==> src/rtl/alu_sequencer.sv <==
// Single-issue ARM data-processing sequencer: condition check, timed ALU operand hold,
// NZCV update and a ready/valid register writeback.
module alu_sequencer #(
   parameter int unsigned ALU_WAIT  = 1,
   parameter logic [3:0]  FLAGS_RST = 4'b0000
) (
   input  logic        CLK,
   input  logic        RST,
   input  logic        REQ_VALID,
   output logic        REQ_READY,
   input  logic [3:0]  REQ_COND,
   input  logic [3:0]  REQ_OPCODE,
   input  logic        REQ_S,
   input  logic [3:0]  REQ_RD,
   input  logic [31:0] REQ_RN,
   input  logic [31:0] REQ_SHOP,
   input  logic        REQ_SHC,
   output logic [3:0]  ALU_FN,
   output logic [31:0] ALU_LEFT,
   output logic [31:0] ALU_RIGHT,
   output logic        ALU_CIN,
   input  logic [31:0] ALU_RES,
   input  logic        ALU_N,
   input  logic        ALU_Z,
   input  logic        ALU_C,
   input  logic        ALU_V,
   output logic        WB_VALID,
   input  logic        WB_READY,
   output logic [3:0]  WB_RD,
   output logic [31:0] WB_DATA,
   output logic [3:0]  FLAGS,
   input  logic        FLAGS_LD,
   input  logic [3:0]  FLAGS_IN,
   output logic        DONE,
   output logic        BUSY
);

   // A zero wait still needs one EXEC cycle for the ALU to settle.
   localparam int unsigned WaitEff  = (ALU_WAIT == 0) ? 1 : ALU_WAIT;
   localparam logic [3:0]  WaitLoad = 4'(WaitEff - 1);

   typedef enum logic [1:0] {
      StIdle,
      StEval,
      StExec,
      StWb
   } state_e;

   state_e      state_q, state_d;
   logic [3:0]  cond_q, cond_d;
   logic        s_q, s_d;
   logic [3:0]  rd_q, rd_d;
   logic        shc_q, shc_d;
   logic [3:0]  alu_fn_q, alu_fn_d;
   logic [31:0] alu_left_q, alu_left_d;
   logic [31:0] alu_right_q, alu_right_d;
   logic        alu_cin_q, alu_cin_d;
   logic [3:0]  cnt_q, cnt_d;
   logic [31:0] wb_data_q, wb_data_d;
   logic [3:0]  flags_q, flags_d;

   logic        done;
   logic        is_cmp;
   logic        is_arith;
   logic        cond_ok;
   logic        upd_flags;

   function automatic logic cond_pass(input logic [3:0] cond, input logic [3:0] nzcv);
      logic n, z, c, v;
      logic ok;
      n = nzcv[3];
      z = nzcv[2];
      c = nzcv[1];
      v = nzcv[0];
      case (cond)
         4'h0:    ok = z;
         4'h1:    ok = ~z;
         4'h2:    ok = c;
         4'h3:    ok = ~c;
         4'h4:    ok = n;
         4'h5:    ok = ~n;
         4'h6:    ok = v;
         4'h7:    ok = ~v;
         4'h8:    ok = c & ~z;
         4'h9:    ok = ~c | z;
         4'hA:    ok = (n == v);
         4'hB:    ok = (n != v);
         4'hC:    ok = ~z & (n == v);
         4'hD:    ok = z | (n != v);
         4'hE:    ok = 1'b1;
         default: ok = 1'b0;
      endcase
      return ok;
   endfunction

   always_comb begin : decode
      // TST/TEQ/CMP/CMN: flag-only, never written back.
      is_cmp    = (alu_fn_q[3:2] == 2'b10);
      // SUB..RSC (2..7) and CMP/CMN (10, 11) take C and V from the ALU.
      is_arith  = (~alu_fn_q[3] & (alu_fn_q[2] | alu_fn_q[1])) | (alu_fn_q[3:1] == 3'b101);
      cond_ok   = cond_pass(cond_q, flags_q);
      upd_flags = s_q | is_cmp;
   end

   always_comb begin : next_state
      state_d     = state_q;
      cond_d      = cond_q;
      s_d         = s_q;
      rd_d        = rd_q;
      shc_d       = shc_q;
      alu_fn_d    = alu_fn_q;
      alu_left_d  = alu_left_q;
      alu_right_d = alu_right_q;
      alu_cin_d   = alu_cin_q;
      cnt_d       = cnt_q;
      wb_data_d   = wb_data_q;
      flags_d     = flags_q;
      done        = 1'b0;

      // External load first so a flag-setting capture below overrides it.
      if (FLAGS_LD) begin
         flags_d = FLAGS_IN;
      end

      case (state_q)
         StIdle: begin
            if (REQ_VALID) begin
               state_d     = StEval;
               cond_d      = REQ_COND;
               s_d         = REQ_S;
               rd_d        = REQ_RD;
               shc_d       = REQ_SHC;
               alu_fn_d    = REQ_OPCODE;
               alu_left_d  = REQ_RN;
               alu_right_d = REQ_SHOP;
            end
         end
         StEval: begin
            if (cond_ok) begin
               state_d   = StExec;
               cnt_d     = WaitLoad;
               alu_cin_d = flags_q[1];
            end else begin
               state_d = StIdle;
               done    = 1'b1;
            end
         end
         StExec: begin
            if (cnt_q == 4'd0) begin
               if (upd_flags) begin
                  flags_d = is_arith ? {ALU_N, ALU_Z, ALU_C, ALU_V}
                                     : {ALU_N, ALU_Z, shc_q, flags_q[0]};
               end
               if (is_cmp) begin
                  state_d = StIdle;
                  done    = 1'b1;
               end else begin
                  state_d   = StWb;
                  wb_data_d = ALU_RES;
               end
            end else begin
               cnt_d = cnt_q - 4'd1;
            end
         end
         StWb: begin
            if (WB_READY) begin
               state_d = StIdle;
               done    = 1'b1;
            end
         end
         default: state_d = StIdle;
      endcase
   end

   always_ff @(posedge CLK or posedge RST) begin
      if (RST) begin
         state_q     <= StIdle;
         cond_q      <= 4'd0;
         s_q         <= 1'b0;
         rd_q        <= 4'd0;
         shc_q       <= 1'b0;
         alu_fn_q    <= 4'd0;
         alu_left_q  <= 32'd0;
         alu_right_q <= 32'd0;
         alu_cin_q   <= 1'b0;
         cnt_q       <= 4'd0;
         wb_data_q   <= 32'd0;
         flags_q     <= FLAGS_RST;
      end else begin
         state_q     <= state_d;
         cond_q      <= cond_d;
         s_q         <= s_d;
         rd_q        <= rd_d;
         shc_q       <= shc_d;
         alu_fn_q    <= alu_fn_d;
         alu_left_q  <= alu_left_d;
         alu_right_q <= alu_right_d;
         alu_cin_q   <= alu_cin_d;
         cnt_q       <= cnt_d;
         wb_data_q   <= wb_data_d;
         flags_q     <= flags_d;
      end
   end

   assign REQ_READY = (state_q == StIdle);
   assign BUSY      = (state_q != StIdle);
   assign WB_VALID  = (state_q == StWb);
   assign WB_RD     = rd_q;
   assign WB_DATA   = wb_data_q;
   assign ALU_FN    = alu_fn_q;
   assign ALU_LEFT  = alu_left_q;
   assign ALU_RIGHT = alu_right_q;
   assign ALU_CIN   = alu_cin_q;
   assign FLAGS     = flags_q;
   assign DONE      = done;

endmodule

==> config.mk <==
export PLATFORM = sky130hd
export DESIGN_NAME = alu_sequencer
export DESIGN_NICKNAME = d
export VERILOG_FILES = /design/src/rtl/alu_sequencer.sv
export SDC_FILE = /design/constraint.sdc
export NUM_CORES = 1
export LEC_CHECK = 0
export ABC_CLOCK_PERIOD_IN_PS = 3300
export BUFFER_PORTS_ARGS = -buffer_cell sky130_fd_sc_hd__buf_2
export CAP_MARGIN = 30
export CELL_PAD_IN_SITES_DETAIL_PLACEMENT = 0
export CELL_PAD_IN_SITES_GLOBAL_PLACEMENT = 2
export CORE_ASPECT_RATIO = 1.75
export CORE_UTILIZATION = 26
export CTS_CLUSTER_DIAMETER = 40
export DETAILED_ROUTE_END_ITERATION = 10
export PLACE_DENSITY = 0.8
export SETUP_SLACK_MARGIN = 0.5
export SLEW_MARGIN = 30
export SYNTH_ARGS = -nofsm -noshare
export SYNTH_HDL_FRONTEND = slang
export SYNTH_SLANG_ARGS = --single-unit
==> constraint.sdc <==
create_clock -name CLK -period 3.3 [get_ports CLK]
set_clock_uncertainty 0.1 [all_clocks]
set_input_delay 0.165 -clock CLK [delete_from_list [all_inputs] [get_ports CLK]]
set_output_delay 0.165 -clock CLK [all_outputs]
set_load 0.02 [all_outputs]
==> results of run 1 <==
-- timing repair --
item,in CTS,in global routing
buffers inserted,0,0
hold endpoints to repair,146,0
hold buffers,118,0
-- worst paths after layout --
| check | slack (ns) | cells past startpoint | startpoint | endpoint |
|---|---|---|---|---|
| setup / recovery | 0.68 | 8 | cnt_q[0] | FLAGS[0] |
| hold / removal | 0.03 | 4 | FLAGS_LD | FLAGS[0] |
| setup reg to reg | 0.68 | 8 | cnt_q[0] | FLAGS[0] |
| hold reg to reg | 0.38 | 1 | WB_DATA[27] | WB_DATA[27] |
| max in group asynchronous | 1.81 | 4 | RST | ALU_RIGHT[29] |
| min in group asynchronous | 0.34 | 3 | RST | WB_DATA[18] |
-- power groups by stage --
stage / sequential, uW / combinational (uW) / clock, uW
floorplan: 3490 / 1400 / 0
global placement: 2650 / 3340 / 0
detailed placement: 2690 / 3400 / 0
CTS: 2680 / 3540 / 2110
global route: 2790 / 3730 / 2170
finish: 2680 / 3500 / 2050
-- flip-flops by register name, indices dropped and copies added (netlist names) --
name,cells
ALU_FN,4
FLAGS,4
shc_q,1
ALU_CIN,1
cnt_q,4
WB_DATA,32
ALU_RIGHT,32
WB_RD,4
ALU_LEFT,32
cond_q,4
state_q,2
s_q,1
-- metrics by stage --
stage,instances,total power [uW]
floorplan,333,4890
CTS,940,8340
detailed placement,791,6100
global route,940,8700
finish,940,8230
global placement,791,5990
-- layout by cell type, fill, tap and decap left out, types with 4 or more instances in the layout --
| cell | count |
|---|---|
| mux2i_1 | 5 |
| nor2_1 | 11 |
| bufinv_16 | 5 |
| dlygate4sd3_1 | 118 |
| inv_1 | 7 |
| o21ai_0 | 4 |
| nand2_1 | 14 |
| clkbuf_16 | 17 |
| a21oi_1 | 8 |
| nor3_1 | 4 |
| mux2_2 | 105 |
| dfrtp_1 | 121 |
| buf_2 | 235 |
| clkbuf_8 | 4 |
-- cells by family (layout without fill, tap and decap cells) --
| family | Yosys count | count (layout) |
|---|---|---|
| buf+inv | 22 | 395 |
| compound gates | 28 | 28 |
| xor+xnor | 3 | 3 |
| flops | 121 | 121 |
| simple gates | 43 | 43 |
| fa+ha+maj | 2 | 2 |
| mux | 114 | 114 |
-- tightest hold or removal path, cell delays in order --
cell and delay, ns:
buf_2 0.15, a21oi_1 0.08, nand2_1 0.06, nand2_1 0.04
-- cell type report --
type,instances,area (sq um),area share [%]
inverters,8,33.8,0.414
clock inverters,8,165,2.03
multi-input cells,190,1740,21.3
well taps,234,293,3.59
flip-flops and latches,121,3030,37.2
repair buffers,356,2400,29.5
clock buffers,23,488,5.99
-- metal layers --
| layer | vias up | part of all wire, % | global-route usage [%] |
|---|---|---|---|
| li1 | 1895 | - | - |
| met1 | 1957 | 35 | 14.6 |
| met2 | 138 | 56 | 28.7 |
| met3 | 37 | 4.1 | 3.59 |
| met4 | 0 | 4.5 | 9.86 |
| met5 | - | 0 | 0 |
==> out/summary.txt, run 1 <==
Sw power -> 3030 uW
Crit-path max FO -> 9
CTS tree -> built
Site Rows -> 65
Final setup fails -> 0
Worst-path cell chain -> inv_1 > ha_1 > nor3b_1 > o211ai_1 > nor2_1 > a32oi_1 > dlygate4sd3_1 > nand2_1
Die height -> 183 um
Via count -> 4027
ANT cells -> 0
Synth Cell Area -> 4860 sq um
Initial antenna violation count -> 0
Status -> finished clean
Fin util -> 44.9%
Bufs on Longest Clock Path -> 2
First-pass GRT wire length -> 22500 um
Complex-gate fraction of the synthesized area -> 4.07%
Layout overhead on the synthesized area -> 67.8%
Switching Share -> 36.8%
Gpl congestion -> 0.780
Clk pin slew, worst setup/hold paths -> 0.05 ns
H-tree levels -> 4
Number of flops mapped to enable cells by yosys -> 0
Fillers -> 1635
Max Clk Rate -> 382 MHz
Combinational power share -> 42.5%
Area of placed instances -> 6320 sq um
Hold crit path type -> in2reg
Yosys top cell by area -> dfrtp_1
Post-DP HPWL -> 9670 um
Drc violations -> 0
CTS root buf -> clkbuf_16
Worst path slowest cell -> dlygate4sd3_1
Initial Utilization -> 26.8%
Largest net degree at the start of global routing -> 90
Synth Flop Type -> dfrtp_1
Worst EP arrival -> 2.87 ns
Power Internal -> 5200 uW
Post-cts sizing count -> 0
RSZ-0062 raised after global routing -> no
Worst setup EP type -> flop
Final WL -> 14000 um
Synth area leaders -> dfrtp_1 (62%), mux2_2 (24%), nand2_1 (1.1%), mux2i_1 (1.0%), nor2_1 (0.85%)
Avg Vias per Cell -> 4.28
Clk Latency, worst-skew pair -> 0.41 ns
CTS buffer count -> 17
Core box area -> 18100 sq um
Fin worst setup slack -> 0.683 ns
Buf+Inv Stages, Crit Path -> 2
Fraction of registers with async set/reset -> 100%
Synth warn -> 0
Final net count -> 819
Final instance area -> 8150 sq um
Synthesis-stage register bit count -> 121
All-Layer GR Usage -> 15.3%
Initial DRC count -> 75
Share of cells above drive strength 1 -> 54.0%
Vias in the first global route -> 4568
DR pass1 iterations -> 4
P per Cell Area -> 1010 nW/um^2
Die area -> 19200 sq um
Seq pwr share -> 32.5%
Synth Area in Simple Gates -> 4.23%
Worst-margin pin slew -> 0.752 ns
Largest family of logic cells by synthesized area -> multiplexers
Final period util -> 79.3%
Normalized max-slew margin -> 49.7%
Commonest cells post-synth -> dfrtp_1 (121), mux2_2 (105), nand2_1 (14)
Multiplexer share of the synthesized area -> 26.4%
Critical path's largest stage delay -> 0.59 ns
Register area share after synthesis -> 62.4%
Final Hold Fails -> 0
Mapped Cells -> 333
Wire length per cell -> 14.9 um
Clock Sinks -> 121
Final TNS setup -> 0 ns
Pre-CTS setup slack -> 1.14 ns
I/O pins -> 236
XOR/XNOR share of the synthesized area -> 0.541%
Setup CP Type -> reg2reg
Mean Syn Cell Area -> 14.6 sq um
Crit-path leading delay family -> simple AND/OR/NAND/NOR gates
CP Launch Type -> flop
Share of the synthesized area in the top cell type -> 62.4%
Top-count cell post-synth -> dfrtp_1
Post-route ant nets -> 0
Max-slew violations -> 0
# Max-Cap Violations -> 0
Max VDD drop -> 0.519 mV
CP required -> 3.55 ns
Die Wd -> 105 um
Port bufs -> 235
Final worst path period need -> 2.62 ns
Post-synth cell types -> 39
GRT overflow -> 0
P_leak -> 0.00386 uW
Syn_nets -> 458
Clock power share -> 25.0%
Worst hold margin -> 0.0319 ns
Post-Synth Adder-Cell Area -> 0.515%
Power figures use the tool's default switching activity.
==> inputs of run 2 (changes only) <==
--- a/config.mk
+++ b/config.mk
@@ -5,7 +5,8 @@
 export SDC_FILE = /design/constraint.sdc
 export NUM_CORES = 1
 export LEC_CHECK = 0
-export ABC_CLOCK_PERIOD_IN_PS = 3300
+export ABC_AREA = 1
+export ABC_CLOCK_PERIOD_IN_PS = 2200
 export BUFFER_PORTS_ARGS = -buffer_cell sky130_fd_sc_hd__buf_2
 export CAP_MARGIN = 30
 export CELL_PAD_IN_SITES_DETAIL_PLACEMENT = 0
@@ -14,7 +15,7 @@
 export CORE_UTILIZATION = 26
 export CTS_CLUSTER_DIAMETER = 40
 export DETAILED_ROUTE_END_ITERATION = 10
-export PLACE_DENSITY = 0.8
+export PLACE_DENSITY = 0.79
 export SETUP_SLACK_MARGIN = 0.5
 export SLEW_MARGIN = 30
 export SYNTH_ARGS = -nofsm -noshare
==> constraint.sdc (replaced) <==
create_clock -name CLK -period 2.2 [get_ports CLK]
set_clock_uncertainty 0.1 [all_clocks]
set_input_delay 0.11 -clock CLK [delete_from_list [all_inputs] [get_ports CLK]]
set_output_delay 0.11 -clock CLK [all_outputs]
set_load 0.02 [all_outputs]
==> out/summary.txt, run 2 <==
Status -> finished clean (unchanged)
Setup CP Type -> reg2out (was reg2reg)
Syn_nets -> 502 (was 458)
Max-slew violations -> 0 (unchanged)
Clock Sinks -> 121 (unchanged)
Post-DP HPWL -> 9940 um (was 9670 um)
Final Hold Fails -> 0 (unchanged)
Avg Vias per Cell -> 4.33 (was 4.28)
Most frequent cells in the layout -> buf_2 (234), dlygate4sd3_1 (124), dfrtp_1 (117) (was buf_2 (235), dfrtp_1 (121), dlygate4sd3_1 (118))
P per Cell Area -> 1520 nW/um^2 (was 1010 nW/um^2)
Synthesis-stage register bit count -> 121 (unchanged)
Share of the synthesized area in the top cell type -> 59.5% (was 62.4%)
Die Wd -> 108 um (was 105 um)
Final worst path period need -> 1.95 ns
Cell mode on critical path -> nand2_2
Met3 Use GR -> 4.11% (was 3.59%)
Critical path's largest stage delay -> 0.43 ns (was 0.59 ns)
Mean Syn Cell Area -> 13.5 sq um (was 14.6 sq um)
CTS buffer count -> 17 (unchanged)
Crit-path max FO -> 4 (was 9)
DR pass1 iterations -> 4 (unchanged)
Worst path slowest cell -> dfrtp_1 (was dlygate4sd3_1)
Largest net degree at the start of global routing -> 122 (was 90)
H-tree levels -> 4 (unchanged)
Final TNS setup -> 0 ns (unchanged)
Final WL -> 15500 um (was 14000 um)
CTS tree -> built (unchanged)
Mapped Cells -> 377 (was 333)
Die height -> 187 um (was 183 um)
Final net count -> 906 (was 819)
Worst-margin pin slew -> 0.667 ns (was 0.752 ns)
Grt met2 use -> 30.8% (was 28.7%)
All-Layer GR Usage -> 16.1% (was 15.3%)
RSZ-0062 raised after global routing -> yes (was no)
Number of flops mapped to enable cells by yosys -> 0 (unchanged)
Yosys top cell by area -> dfrtp_1 (unchanged)
Fraction of registers with async set/reset -> 100% (unchanged)
CP Launch Type -> flop (unchanged)
Synth warn -> 0 (unchanged)
Worst setup EP type -> output port (was flop)
Post-route ant nets -> 0 (unchanged)
Gpl congestion -> 0.764 (was 0.780)
CP required -> 1.99 ns (was 3.55 ns)
Most common cell after layout, fill and taps aside -> buf_2 (unchanged)
Initial antenna violation count -> 0 (unchanged)
Commonest cells post-synth -> dfrtp_1 (121), mux2_2 (75), nand2_1 (47) (was dfrtp_1 (121), mux2_2 (105), nand2_1 (14))
# Max-Cap Violations -> 0 (unchanged)
I/O pins -> 236 (unchanged)
Buf+Inv Stages, Crit Path -> 1 (was 2)
Post-synth cell types -> 28 (was 39)
Crit-path leading delay family -> simple AND/OR/NAND/NOR gates (unchanged)
Synth Flop Type -> dfrtp_1 (unchanged)
Initial DRC count -> 84 (was 75)
Worst-path cell chain -> nand2_2 > nand3b_1 > nand3_1 > nand2_1 > nor2_2 > nand3_2 > nand2_2 > buf_6 (was inv_1 > ha_1 > nor3b_1 > o211ai_1 > nor2_1 > a32oi_1 > dlygate4sd3_1 > nand2_1)
Via count -> 4475 (was 4027)
Wire length per cell -> 15.0 um (was 14.9 um)
ANT cells -> 0 (unchanged)
Worst hold margin -> 0.355 ns (was 0.0319 ns)
Share of cells above drive strength 1 -> 56.1% (was 54.0%)
Vias in the first global route -> 4968 (was 4568)
First-pass GRT wire length -> 24400 um (was 22500 um)
Max VDD drop -> 0.994 mV (was 0.519 mV)
Drc violations -> 0 (unchanged)
Layout overhead on the synthesized area -> 73.4% (was 67.8%)
Core box area -> 19200 sq um (was 18100 sq um)
Final setup fails -> 0 (unchanged)
Synth Cell Area -> 5090 sq um (was 4860 sq um)
Met1 Use GR -> 15.0% (was 14.6%)
Bufs on Longest Clock Path -> 2 (unchanged)
Clk pin slew, worst setup/hold paths -> 0.05 ns (about the same)
CTS root buf -> clkbuf_16 (unchanged)
Site Rows -> 67 (was 65)
Top-count cell post-synth -> dfrtp_1 (unchanged)
Synth area leaders -> dfrtp_1 (60%), mux2_2 (17%), mux2_4 (8.9%), nand2_1 (3.5%), buf_6 (2.0%) (was dfrtp_1 (62%), mux2_2 (24%), nand2_1 (1.1%), mux2i_1 (1.0%), nor2_1 (0.85%))
Max Clk Rate -> 514 MHz
Grt peak-use layer -> met2 (unchanged)
Clk Latency, worst-skew pair -> 0.42 ns (was 0.41 ns)
Worst EP arrival -> 1.74 ns (was 2.87 ns)
Normalized max-slew margin -> 55.5% (was 49.7%)
GRT overflow -> 0 (unchanged)
Final period util -> 88.5%
Port bufs -> 235 (unchanged)
Die area -> 20200 sq um (was 19200 sq um)
Hold crit path type -> in2async (was in2reg)
P_leak -> 0.00438 uW (was 0.00386 uW)
Initial Utilization -> 26.5% (was 26.8%)
Register area share after synthesis -> 59.5% (was 62.4%)
-- run 2: cell count changes in the layout (fill, tap and decap cells not counted), moves of 8 or more --
cell     change
buf_4       +17
mux2_4      +29
mux2_2      -30
nand2_1     +24
buf_6       +14
nor2_1      +11
nand2_2      +8
-- run 2: cell families (layout without fill, tap and decap cells) --
| family | Yosys count | count (layout) | share of synthesized area (%) |
|---|---|---|---|
| and+or+nand+nor | 94 | 94 | 8.04 |
| buffers and inverters | 34 | 450 | 3.96 |
| AOI/OAI and AO/OA | 20 | 20 | 2.39 |
| xor gates and xnor gates | 1 | 1 | 0.172 |
| adders and majority gates | 2 | 2 | 0.492 |
| DFF | 121 | 121 | 59.5 |
| muxes | 105 | 105 | 25.4 |
-- run 2: through the flow --
stage               power, uW  utilization, %  setup WS [ns]  cell area [sq um]  cells
floorplan                7850               -          0.507               5090    377
global placement         9510            34.0          0.356               6530    845
detailed placement       9660            34.0          0.314               6530    845
CTS                     13200            45.1          0.232               8650   1027
global route            14200            46.0          0.137               8830   1034
finish                  13500            46.0          0.253               8830   1034
-- run 2: cell type report --
class	count	area (sq um)
multi-input cells	222	1970
clock buffers	23	488
flip-flops and latches	121	3030
clock inverters	8	70.1
inverters	22	88.8
repair buffers	397	2870
fillers	1730	10400
well taps	241	302
-- run 2: what timing repair did --
| item | in CTS | in global routing |
|---|---|---|
| buffers inserted | 25 | 6 |
| resized for setup | 25 | 28 |
| hold buffers | 124 | 0 |
| endpoints found under the hold margin | 237 | 0 |
| gates cloned | 2 | 1 |
| pin swaps | 7 | 10 |
| setup endpoints to repair | 33 | 40 |
-- run 2: path summary, 6_finish.rpt --
path                       slack [ns]  cells past startpoint      start     endpoint
min reg2reg                      0.40                      2    ALU_CIN      ALU_CIN
max                              0.25                      8  cond_q[3]         DONE
max in group asynchronous        1.10                      4        RST    cond_q[2]
min                              0.36                      4        RST  WB_DATA[23]
min in group CLK                 0.36                      3  REQ_RN[8]  ALU_LEFT[8]
max reg2reg                      0.32                     11  cond_q[3]   state_q[1]
-- run 2: per-layer routing --
metal | routed length [um] | vias up | share of wire (%)
met5 | 0 | - | 0
met3 | 632 | 39 | 4.1
met1 | 5410 | 2205 | 35
met2 | 8950 | 149 | 58
met4 | 545 | 0 | 3.5
li1 | - | 2082 | -
-- run 2: power by group --
| group | switching [uW] | internal [uW] | total (uW) |
|---|---|---|---|
| sequential | 697 | 3380 | 4080 |
| combinational | 3520 | 3230 | 6750 |
| clock | 973 | 1650 | 2630 |
-- run 2: tightest hold or removal path, cell delays in order --
cell	delay, ns
dlygate4sd3_1	0.54
buf_2	0.14
clkinvlp_4	0.07
buf_12	0.48
